==> config.mk <==
export PLATFORM = sky130hd
export DESIGN_NAME = fpu_normalize_pack
export DESIGN_NICKNAME = d
export VERILOG_FILES = /design/src/rtl/fpu_pkg.sv /design/src/rtl/fpu_round_rne.sv /design/src/rtl/fpu_normalize_pack.sv
export SDC_FILE = /design/constraint.sdc
export NUM_CORES = 1
export LEC_CHECK = 0
export ABC_AREA = 1
export BUFFER_PORTS_ARGS = -buffer_cell sky130_fd_sc_hd__buf_2
export CAP_MARGIN = 20
export CORE_MARGIN = 3
export CORE_UTILIZATION = 45
export DETAILED_ROUTE_END_ITERATION = 8
export GPL_ROUTABILITY_DRIVEN = 0
export MAX_ROUTING_LAYER = met4
export PLACE_DENSITY = 0.74
export SYNTH_ARGS = -nofsm -noshare
export SYNTH_HDL_FRONTEND = slang
export SYNTH_SLANG_ARGS = --single-unit
==> constraint.sdc <==
create_clock -name clock_100Khz -period 2.85 [get_ports clock_100Khz]
set_input_delay 0.285 -clock clock_100Khz [delete_from_list [all_inputs] [get_ports clock_100Khz]]
set_output_delay 0.285 -clock clock_100Khz [all_outputs]
set_load 0.03 [all_outputs]
==> src/rtl/fpu_pkg.sv <==
// Shared FPU types: result status, normalizer FSM states, format constants.
// Team word: sign[31], biased exponent[30:21] (bias 511), fraction[20:0].
package fpu_pkg;

    localparam int EXP_W   = 10;
    localparam int FRAC_W  = 21;
    localparam int BIAS    = 511;
    localparam int EXP_MAX = 1023;
    localparam int WORD_W  = 1 + EXP_W + FRAC_W;

    typedef enum logic [3:0] {
        OVERFLOW  = 4'd0,
        UNDERFLOW = 4'd1,
        EXACT     = 4'd2,
        INEXACT   = 4'd3
    } status_t;

    typedef enum logic [1:0] {
        IDLE,
        NORMALIZE,
        ROUND,
        DONE
    } state_t;

endpackage

==> src/rtl/fpu_round_rne.sv <==
// Round-to-nearest-even of a normalized {hidden, fraction, G, R, S}
// significand; a carry out of the fraction bumps the exponent.
module fpu_round_rne
    import fpu_pkg::*;
#(
    parameter int EXP_W  = fpu_pkg::EXP_W,
    parameter int FRAC_W = fpu_pkg::FRAC_W
) (
    input  logic [FRAC_W+3:0]        mant,
    input  logic signed [EXP_W+2:0]  exp_in,
    output logic [FRAC_W-1:0]        frac,
    output logic signed [EXP_W+2:0]  exp_adj,
    output logic                     inexact
);

    logic lsb;
    logic guard;
    logic rnd;
    logic sticky;
    logic up;
    logic carry;

    assign lsb    = mant[3];
    assign guard  = mant[2];
    assign rnd    = mant[1];
    assign sticky = mant[0];

    assign up      = guard & (rnd | sticky | lsb);
    assign inexact = guard | rnd | sticky;

    // all-ones significand plus one wraps the fraction to zero: 1.0 * 2
    assign carry = up & (&mant[FRAC_W+3:3]);
    assign frac  = mant[FRAC_W+2:3] + FRAC_W'(up);

    assign exp_adj = exp_in + {{(EXP_W+2){1'b0}}, carry};

endmodule

==> src/rtl/fpu_normalize_pack.sv <==
// FPU back end: bit-serial normalize, RNE round, range classify and pack.
// Start/busy/done handshake; one shift per clock in NORMALIZE.
module fpu_normalize_pack
    import fpu_pkg::*;
#(
    parameter int EXP_W  = fpu_pkg::EXP_W,
    parameter int FRAC_W = fpu_pkg::FRAC_W
) (
    input  logic                     clock_100Khz,
    input  logic                     reset,
    input  logic                     start,
    input  logic                     sign_in,
    input  logic signed [EXP_W+1:0]  exp_in,
    input  logic [FRAC_W+4:0]        mant_in,
    output logic                     busy,
    output logic                     done,
    output logic [EXP_W+FRAC_W:0]    data_out,
    output status_t                  status_out
);

    localparam int MW = FRAC_W + 5;
    localparam int XW = EXP_W + 3;
    localparam int TOP_I = (1 << EXP_W) - 1;

    localparam logic signed [XW-1:0] EXP_TOP = XW'(TOP_I);
    localparam logic signed [XW-1:0] EXP_ONE = XW'(1);

    state_t state;
    state_t state_nx;

    logic                  sign_r;
    logic signed [XW-1:0]  exp_r;
    logic [MW-1:0]         mant_r;

    logic [FRAC_W-1:0]     frac;
    logic signed [XW-1:0]  exp_adj;
    logic                  inexact;

    logic [EXP_W+FRAC_W:0] pack_word;
    status_t               pack_st;

    fpu_round_rne #(
        .EXP_W  (EXP_W),
        .FRAC_W (FRAC_W)
    ) u_round (
        .mant    (mant_r[MW-2:0]),
        .exp_in  (exp_r),
        .frac    (frac),
        .exp_adj (exp_adj),
        .inexact (inexact)
    );

    always_ff @(posedge clock_100Khz or posedge reset) begin
        if (reset) begin
            state <= IDLE;
        end else begin
            state <= state_nx;
        end
    end

    // zero operand skips NORMALIZE; ROUND packs it as a signed zero
    always_comb begin
        state_nx = state;
        case (state)
            IDLE: begin
                if (start) begin
                    state_nx = (mant_in == '0) ? ROUND : NORMALIZE;
                end
            end
            NORMALIZE: begin
                if (!mant_r[MW-1] && mant_r[MW-2]) begin
                    state_nx = ROUND;
                end
            end
            ROUND:   state_nx = DONE;
            DONE:    state_nx = IDLE;
            default: state_nx = IDLE;
        endcase
    end

    always_comb begin
        busy = (state != IDLE);
    end

    always_ff @(posedge clock_100Khz or posedge reset) begin
        if (reset) begin
            sign_r <= 1'b0;
            exp_r  <= '0;
            mant_r <= '0;
        end else begin
            case (state)
                IDLE: begin
                    if (start) begin
                        sign_r <= sign_in;
                        exp_r  <= {exp_in[EXP_W+1], exp_in};
                        mant_r <= mant_in;
                    end
                end
                NORMALIZE: begin
                    if (mant_r[MW-1]) begin
                        mant_r <= {1'b0, mant_r[MW-1:2],
                                   mant_r[1] | mant_r[0]};
                        exp_r  <= exp_r + XW'(1);
                    end else if (!mant_r[MW-2]) begin
                        mant_r <= {mant_r[MW-2:0], 1'b0};
                        exp_r  <= exp_r - XW'(1);
                    end
                end
                default: ;
            endcase
        end
    end

    always_comb begin
        pack_word = '0;
        pack_st   = EXACT;
        if (mant_r == '0) begin
            pack_word = {sign_r, {(EXP_W+FRAC_W){1'b0}}};
        end else if (exp_adj >= EXP_TOP) begin
            pack_word = {sign_r, {EXP_W{1'b1}}, {FRAC_W{1'b0}}};
            pack_st   = OVERFLOW;
        end else if (exp_adj < EXP_ONE) begin
            pack_word = {sign_r, {(EXP_W+FRAC_W){1'b0}}};
            pack_st   = UNDERFLOW;
        end else begin
            pack_word = {sign_r, exp_adj[EXP_W-1:0], frac};
            pack_st   = inexact ? INEXACT : EXACT;
        end
    end

    always_ff @(posedge clock_100Khz or posedge reset) begin
        if (reset) begin
            done       <= 1'b0;
            data_out   <= '0;
            status_out <= EXACT;
        end else begin
            done <= (state == ROUND);
            if (state == ROUND) begin
                data_out   <= pack_word;
                status_out <= pack_st;
            end
        end
    end

endmodule

==> flow_summary.yaml <==
outcome:
  status: "finished, final reports clean"
logic_synthesis:
  yosysWarnings: 0
  syn_inst: 744
  yosys.area_share.simple_pct: 34.91
  synth.area.top_cells: "dfrtp_1 36%, nand2_1 17%, nand3_1 5.4%"
  yosys.area.top_type: "dfrtp_1"
  async_flop_share_pct: 100.0
  synth_xor_area_share_pct: 3.968
  muxShareOfSynthArea_pct: 0.2126
  synth_compound_area_share_pct: 12.35
  yosysSeqAreaShare_pct: 36.40
  synth_edf_count: 0
  synth_ff_type: "dfrtp_1"
  synthTopCellsByCount: "235 x nand2_1, 76 x dfrtp_1, 61 x nor2_1"
  synth_cell_types: 44
  synth_most_common_cell: "nand2_1"
  netlist_area_sq_mm: 0.005298
  synth_fa_ha_area_share_pct: 4.629
  synth_top_family_by_area: "simple AND/OR/NAND/NOR gates"
  ys_seq_elements: 77
  syn_area_per_cell_sq_um: 7.120
  synth_top_area_share_pct: 35.90
critical_path:
  worstSetupPathType: "reg -> reg"
  crit_path_end_kind: "flop"
  crit_top_cell: "nand2_1"
  cp.arrival_ps: 2890
  setup.worst_path.start_class: "flop"
  worst-path-buf-inv: 3
  crit_path_max_fanout: 14
  crit_chain: "inv_2 > nor4_4 > nand2_1 > nor4_2 > ha_2 > ha_4 > nand2_2 > buf_6 > nand2_2 > nand2_1 > nor2_1 > nand2_1 > nor2_4 > nand3_4 > nand2_8 > inv_6 > nand4_1 > nand2_1"
  cp_slowest_stage_delay_ps: 410
  path_depth: 18
  slowest_stage: "dfrtp_1"
  reg2reg_depth: 18
  worstPathRequired_ps: 3070
  path_delay_family: "simple AND/OR/NAND/NOR gates"
cells_and_area:
  antenna_cells: 0
  area_delta_synth_final_pct: 23.74
  final_layout_size_suffix_gt1_share_pct: 21.14
  fin_util_pct: 58.67
  instances_no_fill: 996
  final_nets: 913
  stdcell_area_sq_mm: 0.006555
floorplan:
  io_pins: 80
  dieArea_sq_mm: 0.01311
  die_h_um: 114.5
  rows: 38
  die_w_um: 114.5
  core_area_sq_mm: 0.01117
  start_util_pct: 47.41
min_path:
  min_path_type: "in -> async"
timing:
  hold_ws_ps: 44.66
  period_needed_ps: 2667
  skew_ps: 7.116
  setup_viol: 0
  finalHoldViolCount: 0
  tns_ps: 0
  maxSlewViolCount: 0
  timing.final.ws_setup_ps: 183.4
  tightestPinTransition_ps: 774.9
  timing.slew.headroom_pct: 48.21
  fmax_mhz: 375.0
  fin_crit_sh_pct: 93.57
clocking:
  cts_tree: "done"
  htreeDepth: 3
  cts_sinks: 77
  clk_pin_slew_worst_paths_ps: 60
  cts_buffers: 9
  root_buffer: "clkbuf_16"
  insertion_delay_ps: 330
  clock_path_buffers: 2
route:
  post-route-drc-count: 0
  post_drt_via_cell_ratio: 5.436
  met2_length_um: 6376
  drt-total-wl_um: 14770
  dr.first_iter.drc_count: 632
  met3_wirelength_um: 945
  vias: 5414
  wl_per_cell_um: 14.83
  met1_length_um: 7206
  final_antenna_net_count: 0
  first_pass_iters: 5
  topRoutingLayerUsed: "met4"
global_route:
  grtUsageTotal_pct: 23.30
  grt_pass1_wl_um: 24070
  grt-ovfl-total: 0
  first_global_vias: 4911
  grt_max_degree: 66
  antenna_found_initial: 0
power_and_ir_drop:
  pwr_density_cell_mw_per_mm2: 1301
  total_power_mw: 8.529
  irDropWorstVdd_uv: 979.4
  leakage_nw: 3.258
placed_design:
  placed_cell_area_sq_mm: 0.006016
  placed_cells: 969
  io_buffers: 77
  hpwl_um: 10850
  dp_slack_ps: 24.91
job:
  drv_cap: 0
==> kinds of logic after synthesis <==
group,count (synthesis)
compound gates,108
fa+ha+maj,19
flops,77
simple gates,420
buf+inv,94
xor+xnor,24
mux,1
other cells,1
==> area by class of cell <==
| class | count | area (sq um) |
|---|---|---|
| Clock buffer | 11 | 242.7 |
| Clock inverter | 4 | 72.57 |
| Fill cell | 1051 | 4618 |
| Inverter | 63 | 241.5 |
| Multi-Input combinational cell | 576 | 3103 |
| Sequential cell | 77 | 1928 |
| Tap cell | 140 | 175.2 |
| Timing Repair Buffer | 125 | 792.0 |
==> power by group <==
group / internal (mW) / total [mW] / leakage (nW) / switching, mW
registers: 1.63 / 2.06 / 0.975 / 0.422
logic: 1.85 / 5.26 / 2.13 / 3.41
clock network: 0.784 / 1.21 / 0.152 / 0.426
total: 4.27 / 8.53 / 3.26 / 4.26
==> cells in the final DEF, fill, tap and decap left out, types with 16 or more instances in the layout <==
cell type | Yosys | layout
dfrtp_1 | 76 | 76
o211ai_1 | 17 | 17
nand2_1 | 235 | 230
buf_2 | 8 | 77
o21ai_0 | 49 | 48
ha_1 | 18 | 16
nor2_1 | 61 | 59
nand3_1 | 57 | 54
buf_4 | 6 | 44
inv_1 | 60 | 57
xor2_1 | 21 | 21
nand4_1 | 25 | 25
==> sequential cells by signal, summed over array words and instances, names as in the netlist <==
name,cells
data_out,32
done,1
exp_r,13
mant_r,26
sign_r,1
state,2
status_out,2
==> repair_timing <==
action | in CTS | in global routing
resized for setup | 0 | 28
endpoints found under the setup margin | 0 | 32
buffers inserted | 0 | 8
hold endpoints to repair | 0 | 0
hold buffers | 0 | 0
==> worst min-delay path: cells and delay by family <==
family                 cells  cell delay, ps
buffers and inverters      3             520
==> worst paths after layout <==
check                        startpoint           end  slack (ps)
hold / removal                    reset      exp_r[6]          40
min in group clock_100Khz     exp_in[7]      exp_r[7]         180
setup / recovery             mant_r[24]   data_out[1]         180
setup reg to reg             mant_r[24]   data_out[1]         180
hold reg to reg            data_out[18]  data_out[18]         470
max in group asynchronous         reset  data_out[31]        2370
==> routing by layer <==
metal / up-vias / track usage, %
met3: 17 / 2.854
met5: - / -
met1: 2481 / 35.02
met4: 0 / 6.888
met2: 209 / 32.75
li1: 2707 / -
Note: power is estimated with default switching activity, not from simulation.
